===== src/rtl/wasm_global_section_loader.sv =====
// WebAssembly global section (id 6) body parser: decodes the LEB128 count, then
// valtype / mutability / constant init expression per global, and writes each one out.
package wasm_pkg;
    typedef enum logic [1:0] {
        VT_I32 = 2'd0,
        VT_I64 = 2'd1,
        VT_F32 = 2'd2,
        VT_F64 = 2'd3
    } valtype_t;

    typedef struct packed {
        valtype_t    vtype;
        logic        mutable_flag;
        logic [63:0] value;
    } global_entry_t;
endpackage

module wasm_global_section_loader
    import wasm_pkg::*;
#(
    parameter int NUM_GLOBALS = 256
) (
    input  logic          clk,
    input  logic          rst,
    input  logic          start,
    input  logic          in_valid,
    input  logic [7:0]    in_data,
    output logic          in_ready,
    output logic          init_en,
    output logic [7:0]    init_idx,
    output global_entry_t init_data,
    output logic          busy,
    output logic          done,
    output logic          error,
    output logic [2:0]    err_code
);

    typedef enum logic [3:0] {
        S_IDLE, S_COUNT, S_VTYPE, S_MUT, S_OPCODE, S_IMM_LEB,
        S_IMM_BYTES, S_END, S_EMIT, S_DONE, S_ERR
    } state_t;

    state_t        state_q;
    logic [34:0]   cnt_acc_q;
    logic [8:0]    count_q;
    logic [7:0]    idx_q;
    logic [3:0]    byte_cnt_q;
    valtype_t      vtype_q;
    logic          mut_q;
    logic [63:0]   value_q;
    logic          init_en_q;
    logic [7:0]    init_idx_q;
    global_entry_t init_data_q;
    logic          done_q;
    logic          error_q;
    logic [2:0]    err_code_q;

    logic          hs;
    logic [6:0]    shamt;
    logic [34:0]   cnt_sum;
    logic [70:0]   imm_sum;
    logic [3:0]    leb_last;
    logic [7:0]    exp_op;
    logic          err_hit;
    logic [2:0]    err_val;

    assign in_ready  = (state_q inside {S_COUNT, S_VTYPE, S_MUT, S_OPCODE,
                                        S_IMM_LEB, S_IMM_BYTES, S_END});
    assign busy      = !(state_q inside {S_IDLE, S_DONE, S_ERR});
    assign hs        = in_valid && in_ready;
    assign init_en   = init_en_q;
    assign init_idx  = init_idx_q;
    assign init_data = init_data_q;
    assign done      = done_q;
    assign error     = error_q;
    assign err_code  = err_code_q;

    // LEB accumulation and per-state byte validation for the byte on in_data
    always_comb begin
        shamt    = {3'b000, byte_cnt_q} * 7'd7;
        cnt_sum  = cnt_acc_q | (35'(in_data[6:0]) << shamt);
        imm_sum  = 71'(value_q) | (71'(in_data[6:0]) << shamt);
        if (!in_data[7] && in_data[6]) begin
            imm_sum = imm_sum | ({71{1'b1}} << (shamt + 7'd7));
        end
        leb_last = (vtype_q == VT_I32) ? 4'd4 : 4'd9;
        exp_op   = 8'h41 + {6'b000000, vtype_q};
        err_hit  = 1'b0;
        err_val  = 3'd0;
        case (state_q)
            S_COUNT: begin
                if (in_data[7] && byte_cnt_q == 4'd4) begin
                    err_hit = 1'b1; err_val = 3'd5;
                end else if (!in_data[7] && cnt_sum > 35'(NUM_GLOBALS)) begin
                    err_hit = 1'b1; err_val = 3'd6;
                end
            end
            S_VTYPE:  if (!(in_data inside {[8'h7C:8'h7F]})) begin err_hit = 1'b1; err_val = 3'd1; end
            S_MUT:    if (in_data > 8'h01) begin err_hit = 1'b1; err_val = 3'd2; end
            S_OPCODE: if (in_data != exp_op) begin err_hit = 1'b1; err_val = 3'd3; end
            S_IMM_LEB: if (in_data[7] && byte_cnt_q == leb_last) begin err_hit = 1'b1; err_val = 3'd5; end
            S_END:    if (in_data != 8'h0B) begin err_hit = 1'b1; err_val = 3'd4; end
            default: ;
        endcase
    end

    always_ff @(posedge clk or posedge rst) begin
        if (rst) begin
            state_q     <= S_IDLE;
            cnt_acc_q   <= '0;
            count_q     <= '0;
            idx_q       <= '0;
            byte_cnt_q  <= '0;
            vtype_q     <= VT_I32;
            mut_q       <= 1'b0;
            value_q     <= '0;
            init_en_q   <= 1'b0;
            init_idx_q  <= '0;
            init_data_q <= '0;
            done_q      <= 1'b0;
            error_q     <= 1'b0;
            err_code_q  <= '0;
        end else begin
            init_en_q <= 1'b0;
            if (hs && err_hit) begin
                state_q    <= S_ERR;
                error_q    <= 1'b1;
                err_code_q <= err_val;
            end else begin
                case (state_q)
                    S_IDLE, S_DONE, S_ERR: if (start) begin
                        done_q     <= 1'b0;
                        error_q    <= 1'b0;
                        err_code_q <= '0;
                        idx_q      <= '0;
                        cnt_acc_q  <= '0;
                        byte_cnt_q <= '0;
                        state_q    <= S_COUNT;
                    end
                    S_COUNT: if (hs) begin
                        if (in_data[7]) begin
                            cnt_acc_q  <= cnt_sum;
                            byte_cnt_q <= byte_cnt_q + 4'd1;
                        end else if (cnt_sum == '0) begin
                            done_q  <= 1'b1;
                            state_q <= S_DONE;
                        end else begin
                            count_q <= cnt_sum[8:0];
                            state_q <= S_VTYPE;
                        end
                    end
                    S_VTYPE: if (hs) begin
                        vtype_q <= valtype_t'(~in_data[1:0]);
                        state_q <= S_MUT;
                    end
                    S_MUT: if (hs) begin
                        mut_q   <= in_data[0];
                        state_q <= S_OPCODE;
                    end
                    S_OPCODE: if (hs) begin
                        byte_cnt_q <= '0;
                        value_q    <= '0;
                        state_q    <= (vtype_q inside {VT_I32, VT_I64}) ? S_IMM_LEB : S_IMM_BYTES;
                    end
                    S_IMM_LEB: if (hs) begin
                        byte_cnt_q <= byte_cnt_q + 4'd1;
                        if (in_data[7]) begin
                            value_q <= imm_sum[63:0];
                        end else begin
                            value_q <= (vtype_q == VT_I32) ? {32'h0, imm_sum[31:0]} : imm_sum[63:0];
                            state_q <= S_END;
                        end
                    end
                    S_IMM_BYTES: if (hs) begin
                        value_q[{byte_cnt_q[2:0], 3'b000} +: 8] <= in_data;
                        byte_cnt_q <= byte_cnt_q + 4'd1;
                        if (byte_cnt_q == ((vtype_q == VT_F32) ? 4'd3 : 4'd7)) begin
                            state_q <= S_END;
                        end
                    end
                    S_END: if (hs) begin
                        init_en_q   <= 1'b1;
                        init_idx_q  <= idx_q;
                        init_data_q <= '{vtype: vtype_q, mutable_flag: mut_q, value: value_q};
                        state_q     <= S_EMIT;
                    end
                    S_EMIT: begin
                        idx_q <= idx_q + 8'd1;
                        if (({1'b0, idx_q} + 9'd1) < count_q) begin
                            state_q <= S_VTYPE;
                        end else begin
                            done_q  <= 1'b1;
                            state_q <= S_DONE;
                        end
                    end
                    default: state_q <= S_IDLE;
                endcase
            end
        end
    end

endmodule


===== config.mk =====
export PLATFORM = sky130hd
export DESIGN_NAME = wasm_global_section_loader
export DESIGN_NICKNAME = d
export VERILOG_FILES = /design/src/rtl/wasm_global_section_loader.sv
export SDC_FILE = /design/constraint.sdc
export NUM_CORES = 1
export LEC_CHECK = 0
export CAP_MARGIN = 40
export CORE_MARGIN = 1
export CORE_UTILIZATION = 45
export DETAILED_ROUTE_END_ITERATION = 7
export GPL_ROUTABILITY_DRIVEN = 1
export PLACE_DENSITY = 0.67
export SLEW_MARGIN = 5
export SYNTH_ARGS = -nofsm -noshare
export SYNTH_HDL_FRONTEND = slang
export SYNTH_SLANG_ARGS = --single-unit

===== constraint.sdc =====
create_clock -name clk -period 18.2 [get_ports clk]
set_input_delay 3.64 -clock clk [delete_from_list [all_inputs] [get_ports clk]]
set_output_delay 3.64 -clock clk [all_outputs]
set_load 0.005 [all_outputs]

Word-level counts from Yosys, hierarchy flattened

Index checks and enable logic that the tools add are counted.

Register bits: 208
Output and inout port bits: 83
Logic and storage cells: 181

Add/sub/neg operators: 6
$mul: 1
Order comparisons: 5
Eq/ne operators: 38
Shift operators: 5
Mux-type cells: 68
Bitwise operators: 7
Reduce and logical (&&, ||, !) cells: 35

Operators by type and width:

| cell                                                            | number |
|---|---|
| two-way mux 64 bit                                              | 6 |
| case mux 64 bit (3 select lines)                                | 1 |
| bitwise OR 64 bit                                               | 2 |
| two-way mux 35 bit                                              | 3 |
| two-way mux 4 bit                                               | 20 |
| << shifter 71 x 7 -> 64 bit (first input constant)              | 1 |
| case mux 35 bit (2 select lines)                                | 1 |
| bitwise mux 64 bit                                              | 1 |
| variable shift 8 x 8 -> 64 bit (first input constant)           | 1 |
| variable part select 8 x 8 -> 64 bit                            | 1 |
| << shifter 7 x 7 -> 64 bit                                      | 1 |
| case mux 4 bit (9 select lines)                                 | 1 |
| greater-than comparator 35 x 9 -> 1 bit (second input constant) | 1 |
| zero test 35 bit                                                | 1 |
| bitwise OR 35 bit                                               | 1 |
| << shifter 7 x 7 -> 35 bit                                      | 1 |
| inequality test 3 x 2 -> 1 bit (second input constant)          | 9 |
| two-way mux 3 bit                                               | 8 |
| equality test 4 x 3 -> 1 bit (second input constant)            | 5 |
| two-way mux 1 bit                                               | 18 |
| case mux 3 bit (6 select lines)                                 | 1 |
| inequality test 2 bit (second input constant)                   | 8 |
| case mux 4 bit (4 select lines)                                 | 1 |
| case mux 8 bit (2 select lines)                                 | 1 |
| 44 further kinds                                                | 71 |

Depth between registers and ports, before layout

Depth after elaboration: 11
Depth in mapped cells: 17

Worst setup path before layout

No wires, ideal clock.

Path type: input to register
From: input in_data[6]
To: register cnt_acc_q[6]
Arrival: 5.903 ns
Data required time: 18.132 ns
Slack: 12.229 ns
Stages on the path: 10
Path buffers: 3
Cells stage by stage: buf_4 -> or4_1 -> o21a_1 -> a211o_1 -> o41a_1 -> o31ai_4 -> and3_1 -> buf_4 -> buf_6 -> a32o_1

Word-level cells in the longest chain between the ends: 10

Ends and longest elaborated chain:

| item                                    | line | source |
|---|---|---|
| start: declaration                      | 27   | `input logic [7:0] in_data,` |
| << shifter 7 x 7 -> 35 bit              | 81   | `cnt_sum = cnt_acc_q \| (35'(in_data[6:0]) << shamt);` |
| bitwise OR 35 bit                       | 81   |  |
| greater-than comparator 35 x 9 -> 1 bit | 94   | `end else if (!in_data[7] && cnt_sum > 35'(NUM_GLOBALS)) begin` |
| logical AND 1 bit                       | 94   |  |
| two-way mux 1 bit                       | 94   |  |
| two-way mux 1 bit                       | 92   | `if (in_data[7] && byte_cnt_q == 4'd4) begin` |
| case mux 1 bit (6 select lines)         | 90   | `case (state_q)` |
| logical AND 1 bit                       | 125  | `if (hs && err_hit) begin` |
| inverter 1 bit (no source line)         | -    |  |
| AND reduction 5 bit (no source line)    | -    |  |
| end signal: assignment                  | 142  | `cnt_acc_q <= cnt_sum;` |
| end: declaration                        | 44   | `logic [34:0] cnt_acc_q;` |

Several ways; a longest one is shown, not always the timed one. The select of a mux whose other input is x is not followed.
A chain may end at the register's enable or synchronous reset.

Worst setup path in the final report

From: input in_data[7]
To: register init_data_q (netlist bit init_data[21])

Word-level cells in the longest chain between the ends: 8

Ends and longest elaborated chain:

| item                                                                                               | line | source |
|---|---|---|
| parallel branches: the longest is 4 deep, another holds greater-or-equal comparator 8 x 7 -> 1 bit | -    |  |
| case mux 1 bit (6 select lines) (*)                                                                | 90   |  |
| logical AND 1 bit (*)                                                                              | 125  |  |
| inverter 1 bit (no source line) (*)                                                                | -    |  |
| AND reduction 3 bit (no source line) (*)                                                           | -    |  |
| end signal: assignment                                                                             | 184  | `init_data_q <= '{vtype: vtype_q, mutable_flag: mut_q, value: value_q};` |
| end: declaration                                                                                   | 53   | `global_entry_t init_data_q;` |

Every way passes the cells marked *.

==> results.ini <==
[setup_path]
cp_common_cell=nand2_1
crit_chain=clkdlybuf4s50_1 > nand2b_1 > o41a_1 > a211o_1 > nor3_1 > nand3_4 > inv_2 > buf_4 > nand2_1 > nand2_1
critPathCaptureType=flop
slowest_stage=clkdlybuf4s50_1
cp_max_fo=40
critical-path-max-stage-delay_ns=0.80
arrival_ns=7.99
startpoint_type=input pin
crit_required_ns=18.64
criticalPathCategory=input pin to flop

[timing]
slew_headroom_pct=37.8
worst_pin_slew_ns=0.932
post-route-period-util_pct=41.4
rsz0062_at_grt=no
maxSlewViolCount=0
fin_setup_tns_ns=0
min_period_ns=7.54
clock.fmax_mhz=133
finalClockSkew_ns=0.0110
holdWs_ns=0.462
setup_viol=0
hold_viol=0
fin_ws_ns=10.66

[grt]
grt_pass1_wl_um=57700
grt_max_degree=126
grt-ovfl-total=0
first_global_vias=10431
grt_util_all_layers_pct=27.8
antenna_found_initial=0

[synthesis]
synth-seq-cells=208
synthArstFlopShare_pct=100
ys_types=71
synth_cells=1384
synth_warnings=0
synth_edf_count=0
ys_seq_area_share_pct=45.0
syn_avg_cell_area_um2=8.36
synth_ff_type=dfrtp_1
syn-cell-area_um2=11600
synth_nets=1432

[routing]
routedWlPerCell_um=20.4
routed_wl_um=36200
dr_total_vias=10833
drt_drc_violations_left=0
detail_route.iter0.violations=1146
drt-pass1-iter-count=6
drtAntennaViolNets=0
vias_per_cell=6.09

[clocking]
clk_latency_ns=0.51
htreeDepth=1
clkSinkCount=208
tritoncts=built
cts_root_buf=clkbuf_16
clockBufferDepth=3
cts_hold_buf=0
cts_resized=0
cts_setup_buffers=0
numCtsBuffers=23
clk_pin_slew_ns=0.06

[cells_and_area]
drive_above_1_share_pct=6.21
fin_cells=1779
antenna_cells=0
syn_to_final_growth_pct=17.4
nets=1482
layout_commonest_cell=nand2_1
final_cell_mix=nand2_1 (392), dfrtp_1 (208), o21ai_0 (109)

[pwr]
cellLeakagePower_uw=0.00603
ir_drop_uv=63.7
powerDensity_nw_per_um2=119

[floorplan]
coreArea_um2=25200
rows=58
dieWidth_um=162
start_util_pct=45.9
die_h_um=162
fp.dieArea_um2=26300
io_pins=95

[worst_hold_path]
hold_class=flop to flop

[place]
pre_cts_ws_ns=10.20
portBuffers=94
dp.cells=1739
gp_congestion=0.983
dp_hpwl_um=23600

[status]
status=finished, final reports clean

[run]
cap_viol_max_count=0

-- cell usage after synthesis, types with 16 or more instances --
cell        n  area (um^2)
inv_1      26         97.6
a31oi_1    20          125
ha_1       33          413
a211oi_1   17          128
dfrtp_1   208         5200
o21ai_0   109          546
nor3_1     22          110
a22oi_1    22          165
o31ai_1    16          120
clkbuf_1   81          304
a22o_1     17          149
a32o_1     19          190
a21oi_1    81          405
nor2_1     55          206
nand2_1   393         1480
nand3_1    50          250
-- registers in the layout, indices dropped and copies added, names as in the netlist --
signal and flops:
cnt_acc_q 35, count_q 9, init_en 1, mut_q 1, init_data 67, state_q 4
err_code 3, done 1, init_idx 8, value_q 64, idx_q 8, error 1
vtype_q 2, byte_cnt_q 4
-- final timing paths --
path / startpoint / end / slack [ns] / depth (start not counted)
min in group asynchronous: rst / init_data[29] / 3.41 / 2
min: init_data[60] / init_data[60] / 0.46 / 2
max in group asynchronous: rst / vtype_q[1] / 13.96 / 4
min reg2reg: init_data[60] / init_data[60] / 0.46 / 2
max reg2reg: byte_cnt_q[1] / value_q[37] / 13.02 / 13
max: in_data[7] / init_data[21] / 10.66 / 10
-- cell type report --
cell class,instances,area (um^2)
inverter,27,109
sequential,208,5200
clock inverter,9,85.1
clock buffer,31,646
multi-input combinational,1047,5890
timing repair buffer,127,1220
tap,330,413
fill,2335,11600
-- metrics by stage --
stage	util [%]	area [um^2]	power (uW)
2_1_floorplan	-	11600	951
3_3_place_gp	50.5	12700	1150
3_5_place_dp	51.0	12800	1150
4_1_cts	53.9	13600	1610
5_1_grt	53.9	13600	1700
6_report	53.9	13600	1620
-- kinds of logic (layout without fill, tap and decap cells) --
group                    Yosys count  count (layout)  synth area share [%]
buffers and inverters            129             194                  4.44
XOR/XNOR                          20              20                  1.51
AND/OR/NAND/NOR                  606             606                  22.8
adder cells (fa/ha/maj)           36              36                  4.09
flip-flops                       208             208                  45.0
multiplexers                      11              11                 0.963
AO/OA/AOI/OAI                    374             374                  21.2
-- power breakdown --
| part | internal [uW] | switching, uW | leakage (uW) |
|---|---|---|---|
| logic | 199 | 386 | 0.00285 |
| registers | 519 | 57.5 | 0.00285 |
| clock network | 263 | 192 | 0.000340 |
-- layer usage --
layer	vias up	GRT usage [%]	part of all wire [%]
met5	-	0	0
met4	0	9.86	3.1
met3	88	3.55	8.0
met2	504	43.2	45
met1	5246	39.7	44
li1	4995	-	-
-- worst max-delay path, delay by kind of cell --
family | cells | cell delay [ns]
buffers and inverters | 3 | 1.96
AOI/OAI and AO/OA | 2 | 0.82
and+or+nand+nor | 5 | 1.52
No activity file was read; power rests on OpenSTA's default activity.
